[src/rtl/cache_fill_fsm.sv]
// Cache miss fill controller: fetches an 8-word block through the arbiter
// request/service handshake and steers returned words into the data array.
module cache_fill_fsm #(
  parameter int unsigned WORDS_PER_BLOCK = 8,
  parameter int unsigned ADDR_W          = 16
) (
  input  logic              clk,
  input  logic              rst,
  input  logic              miss_detected,
  input  logic [ADDR_W-1:0] miss_address,
  input  logic              service,
  input  logic [ADDR_W-1:0] memory_data,
  input  logic              memory_data_valid,
  output logic              fsm_busy,
  output logic              mem_request,
  output logic [ADDR_W-1:0] memory_address,
  output logic              write_data_array,
  output logic              write_tag_array,
  output logic [2:0]        word_offset,
  output logic [ADDR_W-1:0] fill_data,
  output logic              fill_done
);

  typedef enum logic [1:0] {StIdle, StIssue, StWait} state_e;

  localparam logic [3:0] LastWord = 4'(WORDS_PER_BLOCK - 1);

  state_e            state_q, state_d;
  logic [ADDR_W-5:0] blk_addr_q, blk_addr_d;
  logic [3:0]        issue_cnt_q, issue_cnt_d;
  logic [3:0]        recv_cnt_q, recv_cnt_d;
  logic [3:0]        outstanding;
  logic              grant, accept, last_recv;
  logic              unused_offset_bits;

  // The byte offset within the block is irrelevant; the whole block is fetched.
  assign unused_offset_bits = ^miss_address[3:0];

  assign outstanding = issue_cnt_q - recv_cnt_q;
  assign grant       = (state_q == StIssue) && service;
  // Valids with nothing outstanding (stale data after reset, strays) are dropped.
  assign accept      = (state_q != StIdle) && memory_data_valid && (outstanding != 4'd0);
  assign last_recv   = accept && (recv_cnt_q == LastWord);

  always_ff @(posedge clk) begin
    if (rst) begin
      state_q     <= StIdle;
      blk_addr_q  <= '0;
      issue_cnt_q <= '0;
      recv_cnt_q  <= '0;
    end else begin
      state_q     <= state_d;
      blk_addr_q  <= blk_addr_d;
      issue_cnt_q <= issue_cnt_d;
      recv_cnt_q  <= recv_cnt_d;
    end
  end

  always_comb begin
    state_d     = state_q;
    blk_addr_d  = blk_addr_q;
    issue_cnt_d = issue_cnt_q;
    recv_cnt_d  = recv_cnt_q;
    case (state_q)
      StIdle: begin
        if (miss_detected) begin
          state_d     = StIssue;
          blk_addr_d  = miss_address[ADDR_W-1:4];
          issue_cnt_d = '0;
          recv_cnt_d  = '0;
        end
      end
      StIssue: begin
        if (grant) begin
          issue_cnt_d = issue_cnt_q + 4'd1;
          if (issue_cnt_q == LastWord) state_d = StWait;
        end
      end
      StWait: begin
        if (last_recv) state_d = StIdle;
      end
      default: state_d = StIdle;
    endcase
    if (accept) recv_cnt_d = recv_cnt_q + 4'd1;
  end

  always_comb begin
    fsm_busy         = (state_q != StIdle);
    mem_request      = (state_q == StIssue);
    memory_address   = '0;
    write_data_array = accept;
    word_offset      = accept ? recv_cnt_q[2:0] : 3'd0;
    write_tag_array  = last_recv;
    fill_done        = last_recv;
    fill_data        = memory_data;
    case (state_q)
      StIssue: memory_address = {blk_addr_q, issue_cnt_q[2:0], 1'b0};
      // Hold the last issued word address while draining responses.
      StWait:  memory_address = {blk_addr_q, LastWord[2:0], 1'b0};
      default: memory_address = '0;
    endcase
  end

endmodule

[config.mk]
export PLATFORM = sky130hd
export DESIGN_NAME = cache_fill_fsm
export DESIGN_NICKNAME = d
export VERILOG_FILES = /design/src/rtl/cache_fill_fsm.sv
export SDC_FILE = /design/constraint.sdc
export NUM_CORES = 1
export LEC_CHECK = 0
export CAP_MARGIN = 20
export CORE_MARGIN = 2
export CORE_UTILIZATION = 39
export CTS_CLUSTER_DIAMETER = 120
export DETAILED_ROUTE_END_ITERATION = 10
export PLACE_DENSITY_LB_ADDON = 0.2
export REMOVE_ABC_BUFFERS = 1
export SKIP_LAST_GASP = 1
export SLEW_MARGIN = 25
export SYNTH_ARGS = -nofsm -noshare
export SYNTH_HDL_FRONTEND = slang
export SYNTH_SLANG_ARGS = --single-unit
[constraint.sdc]
create_clock -name clk -period 3 [get_ports clk]
set_clock_uncertainty 0.15 [all_clocks]
set_input_delay 0.6 -clock clk [delete_from_list [all_inputs] [get_ports clk]]
set_output_delay 0.6 -clock clk [all_outputs]
set_load 0.02 [all_outputs]
==> qor.txt, run 1 <==
Status -> completed
Vias per inst -> 5.04
Post-synthesis instance total -> 178
Power Total -> 0.00108 W
Finished Layout Cells -> 249
Initial antenna violation count -> 0
Total Routing Usage GR -> 16.2%
Main area contributors after synthesis -> dfxtp_1 (31%), buf_4 (9.5%), nand2_1 (7.9%)
Total gr overflow -> 0
Starting DRT DRC Count -> 29
Nets -> 249
Synthesized area -> 1420 um^2
Post-route minimum period -> 2.86 ns
Slew HR -> 61.4%
Syn_area_per_cell -> 8.00 um^2
DIE AREA -> 4150 um^2
Number of top-level pins -> 77
Sw Share -> 37.1%
Max Buffers Root-to-Sink -> 2
Die width -> 64.4 um
Sw Pwr -> 0.000401 W
Root Driver -> clkbuf_4
DRT antenna net count -> 0
Area of the multi-input gates -> 805 um^2
Clock sinks -> 22
Leakage -> 0.711 nW
Seq/Total Area, Yosys -> 30.9%
Port Buf Inserts -> 39
Worst setup EP type -> output port
Initial core utilization -> 41.7%
Comb pwr share -> 45.3%
PD cells -> 594 nW/um^2
Placed instance count -> 243
Yosys cell types -> 39
CP Class -> register to output port
CP Max Fanout -> 4
Antenna diodes -> 0
CP Data Arrival Time -> 2.11 ns
Slowest-stage cell, CP -> dfxtp_2
Dpl cell area -> 1740 um^2
Fmax achieved -> 0.349 GHz
Setup crit start kind -> register
Worst skew pair latency -> 0.31 ns
Drt first pass iters -> 4
Num rows -> 21
Number of synthesized flops with an enable pin -> 0
DRC Markers -> 0
H-tree levels -> 1
Clock share of power -> 21.0%
CTS buffer count -> 3
Vias in the first global route -> 1236
Clock-pin slew on the worst setup and hold paths -> 0.12 ns
Share of layout cells above drive strength 1 -> 14.8%
Maximum VDD drop -> 0.000298 V
HPWL Detailed -> 2540 um
Asr flop ratio synth -> 0%
RSZ-0062 raised after global routing -> no
Core Region -> 3420 um^2
CP max stage delay -> 0.38 ns
Internal power -> 0.000680 W
Vias -> 1254
Max Cap Viol -> 0
Routed length per instance -> 13.5 um
Max-slew violations -> 0
Final hold vios -> 0
Final Core Density -> 53.3%
Layout fillers -> 345
Share of the synthesized area in the top cell type -> 30.9%
Setup TNS -> 0 ns
Cell chain of the critical path -> inv_1, ha_1, nand3b_1, and3_4, nor4_4, buf_6, nor3_1, dlygate4sd2_1
Hold Crit Class -> register to register
Top FF cell, synth -> dfxtp_1
Critical Path RT -> 2.25 ns
Crit share post-route -> 95.4%
FF+latch area -> 447 um^2
Final setup viols -> 0
#FFs+latches synth -> 22
Worst slew pin tran -> 0.578 ns
Largest net degree at the start of global routing -> 18
Die H -> 64.4 um
Sequential share of power -> 33.7%
RePlAce Congestion -> 0.826
Synthesis-to-finish area growth -> 27.8%
Synth warnings -> 0
CTS Hold Bufs -> 0
Final Cell Area -> 1820 um^2
CTS tree -> yes
Post-synth top area cell -> dfxtp_1
Routed WL -> 3370 um
First-pass GRT wire length -> 5330 um
[power by group through the flow]
stage                     logic, W  clock network, W  registers [W]
after floorplan           0.000297                 0       0.000361
after global placement    0.000448                 0       0.000365
after detailed placement  0.000467                 0       0.000369
after CTS                 0.000472          0.000234       0.000364
after global routing      0.000535          0.000247       0.000371
final                     0.000489          0.000228       0.000365
[repair_timing]
action,4_1_cts,5_1_grt
setup buffers,0,2
resized for setup,13,8
setup endpoints to repair,21,4
gates cloned,0,0
pin swaps,1,1
[synthesized netlist by cell type, types with 2 or more instances]
library cell,number
nand3b_1,2
nor2b_1,3
nand2b_1,6
nand2_1,30
inv_1,6
mux2i_1,2
dfxtp_1,22
xor2_1,2
nor2_1,7
and2_1,14
a211o_1,2
ha_1,8
buf_4,18
o211ai_1,4
o21a_1,4
a21oi_1,17
xnor2_1,2
a21oi_2,2
nor3_1,2
clkbuf_1,6
[area by class of cell]
cell class	count	share of cell area, %
clock buffer	3	1.24
multi-input combinational	124	44.2
sequential	22	24.6
clock inverter	1	1.65
tap	46	3.16
inverter	6	1.24
timing repair buffer	47	23.9
[cells by family (layout without fill, tap and decap cells)]
kind of cell    Yosys count  count (layout)  share of synthesized area, %
xor+xnor                  4               4                          2.46
compound gates           34              34                          15.6
flops                    22              22                          30.9
simple gates             75              75                          28.6
buf+inv                  32              57                          13.8
other cells               1               1                         0.263
fa+ha+maj                 8               8                          7.03
mux                       2               2                          1.41
[layout by cell type (no fill, tap or decap), types with 4 or more instances in the layout]
| cell type | instances |
|---|---|
| ha_1 | 7 |
| a21oi_1 | 16 |
| buf_4 | 7 |
| inv_1 | 5 |
| and2_1 | 14 |
| o211ai_1 | 4 |
| clkdlybuf4s50_1 | 33 |
| dfxtp_1 | 19 |
| nor2_1 | 7 |
| nand2_1 | 30 |
| nand2b_1 | 6 |
[state kept, by name, summed over array words and instances (netlist names)]
signal and flops:
issue_cnt_q 4, state_q 2, recv_cnt_q 4, blk_addr_q 12
[worst max-delay path: cells and delay by family (launching register included)]
kind          cells  cell delay (ns)
fa+ha+maj         1             0.29
buf+inv           3             0.54
flops             1             0.38
simple gates      4             0.60
[path summary, 6_finish.rpt]
kind                  from  slack, ns  cells past startpoint              to
min          blk_addr_q[8]       0.31                      2   blk_addr_q[8]
min reg2reg  blk_addr_q[8]       0.31                      2   blk_addr_q[8]
max          recv_cnt_q[1]       0.14                      8  word_offset[1]
max reg2reg  recv_cnt_q[1]       0.74                      9   recv_cnt_q[1]
[metal layers]
layer	vias to the layer above	GRT usage, %	part of all wire (%)
met5	-	4.17	0
met2	62	27.2	47
met1	561	17.8	42
li1	628	-	-
met4	0	5.32	0.83
met3	3	7.29	9.5
[metrics by stage]
| step | hold slack, ns | setup slack [ns] |
|---|---|---|
| 2_1_floorplan | 0.276 | 0.163 |
| 3_3_place_gp | 0.288 | 0.0958 |
| 3_5_place_dp | 0.292 | 0.0343 |
| 4_1_cts | 0.310 | -0.0441 |
| 5_1_grt | 0.334 | 0.0215 |
| 6_report | 0.309 | 0.137 |
Note: power is estimated with default switching activity, not from simulation.
==> inputs of run 2 (changes only) <==
ABC_CLOCK_PERIOD_IN_PS = 3000   (was not set)
CORE_UTILIZATION = 40   (was 39)
CTS_BUF_LIST = sky130_fd_sc_hd__clkbuf_4 sky130_fd_sc_hd__clkbuf_8   (was not set)
REMOVE_ABC_BUFFERS = not set   (was 1)
==> run 2 against run 1 <==
Against the previous run: cell area increased by 0.41%; sequential cell count unchanged; first-iteration DRC count decreased by 21%; total power decreased by 5.2%; clock-buffer cell count increased by 1; critical path type unchanged; critical endpoint is now write_data_array.
==> qor.txt, run 2 (same netlist as run 1, synthesis figures left out) <==
Layout fillers -> 324
Sequential share of power -> 34.8%
Initial antenna violation count -> 0
Routed WL -> 3080 um
Commonest non-fill, non-tap cell in the layout -> clkdlybuf4s50_1
CTS Hold Bufs -> 0
CP max stage delay -> 0.37 ns
H-tree levels -> 1
Internal power -> 0.000631 W
Max Cap Viol -> 0
Die width -> 63.7 um
Post-route minimum period -> 2.91 ns
Leakage -> 0.721 nW
Status -> completed
Vias -> 1244
Critical Path Sink -> write_data_array
Critical Path RT -> 2.25 ns
Vias per inst -> 4.92
Share of layout cells above drive strength 1 -> 14.5%
Initial core utilization -> 42.0%
Num rows -> 21
Worst skew pair latency -> 0.31 ns
Setup TNS -> 0 ns
Fmax achieved -> 0.343 GHz
Final hold slack -> 0.309 ns
Worst r2r dst -> recv_cnt_q[1]
Nets -> 253
Hold Crit Class -> register to register
CP Max Fanout -> 3
Comb pwr share -> 49.0%
Area of the multi-input gates -> 805 um^2
Clock sinks -> 22
Syn_nets -> 223
Total gr overflow -> 0
Vias in the first global route -> 1249
RSZ-0062 raised after global routing -> yes
Final Cell Area -> 1830 um^2
Die H -> 63.7 um
Port Buf Inserts -> 39
DIE AREA -> 4050 um^2
PD cells -> 561 nW/um^2
Max reg flops -> 12
Setup crit start kind -> register
Slowest-stage cell, CP -> dfxtp_1
Final hold vios -> 0
Total Routing Usage GR -> 15.8%
Maximum VDD drop -> 0.000298 V
CP Class -> register to output port
Core Region -> 3390 um^2
RePlAce Congestion -> 0.804
Antenna diodes -> 0
Critical path origin -> recv_cnt_q[1]
Reg2Reg Depth -> 9
Cell chain of the critical path -> inv_1, ha_1, nand3b_1, and3_4, nor4_4, buf_4, nor2_1, dlygate4sd2_1
Max Buffers Root-to-Sink -> 2
First-pass GRT wire length -> 5190 um
Sw Share -> 38.5%
DRT antenna net count -> 0
Commonest non-fill, non-tap cells in the layout -> clkdlybuf4s50_1 (33), nand2_1 (30), dfxtp_1 (22), a21oi_1 (16), and2_1 (14)
CTS tree -> yes
Largest regs -> blk_addr_q: 12 flops, issue_cnt_q: 4 flops, recv_cnt_q: 4 flops
Dpl cell area -> 1770 um^2
Final setup viols -> 0
Root Driver -> clkbuf_4
DRC Markers -> 0
Worst setup EP type -> output port
Worst slew pin tran -> 0.575 ns
Largest Register -> blk_addr_q
Starting DRT DRC Count -> 23
Synthesis-to-finish area growth -> 28.3%
R2r setup slk -> 0.74 ns
R2R Path Start -> recv_cnt_q[1]
Slew HR -> 61.5%
Crit share post-route -> 97.1%
Sw Pwr -> 0.000395 W
Max-slew violations -> 0
Drt first pass iters -> 4
CTS buffer count -> 3
FF+latch area -> 440 um^2
Clock-pin slew on the worst setup and hold paths -> 0.12 ns
Number of top-level pins -> 77
Routed length per instance -> 12.2 um
Clock share of power -> 16.2%
CP Data Arrival Time -> 2.16 ns
HPWL Detailed -> 2320 um
Largest net degree at the start of global routing -> 18
-- run 2: repair_timing --
action                                  in CTS  in global routing
gates resized for setup                     12                  4
buffers inserted                             0                  2
endpoints found under the setup margin      17                  4
pin swaps                                    1                  1
-- run 2: layout make-up --
| cell class | count | share of cell area [%] |
|---|---|---|
| clock buffer | 4 | 1.99 |
| tap | 46 | 3.15 |
| timing repair buffer | 51 | 25.5 |
| sequential | 22 | 24.1 |
| multi-input combinational | 124 | 44.0 |
| inverter | 6 | 1.23 |
-- run 2: through the flow --
step	std cells	total power (W)	worst slack (ns)	utilization, %
2_1_floorplan	178	0.000724	0.0858	-
3_3_place_gp	247	0.000828	0.0582	52.3
3_5_place_dp	247	0.000836	0.0614	52.3
4_1_cts	251	0.00101	-0.0479	53.8
5_1_grt	253	0.00110	-0.0324	53.9
6_report	253	0.00103	0.0873	53.9
-- run 2: metal layers --
layer  GRT usage, %  vias to the layer above  wire length [um]
met4           6.25                        0                46
met5              0                        -                 0
li1               -                      634                 -
met3           3.21                        8               168
met1           17.6                      565              1340
met2           28.8                       37              1520
-- run 2: worst max-delay path: cells and delay by family (launching register included) --
family | cells | cell delay (ns)
buf+inv | 3 | 0.57
simple gates | 4 | 0.62
flops | 1 | 0.37
fa+ha+maj | 1 | 0.30
-- run 2: worst min path at each step --
stage / start / endpoint / cells past startpoint
finish: blk_addr_q[0] / blk_addr_q[0] / 2
global route: blk_addr_q[6] / blk_addr_q[6] / 2
CTS: blk_addr_q[0] / blk_addr_q[0] / 2
detailed placement: blk_addr_q[0] / blk_addr_q[0] / 2
global placement: blk_addr_q[2] / blk_addr_q[2] / 2
floorplan: blk_addr_q[0] / blk_addr_q[0] / 2
-- run 2: power groups by stage --
stage / Clock, W / Sequential, W / Combinational [W]
after global placement: 0 / 0.000361 / 0.000466
after global routing: 0.000188 / 0.000362 / 0.000553
after detailed placement: 0 / 0.000363 / 0.000472
after floorplan: 0 / 0.000361 / 0.000364
after CTS: 0.000177 / 0.000357 / 0.000476
final: 0.000167 / 0.000356 / 0.000502
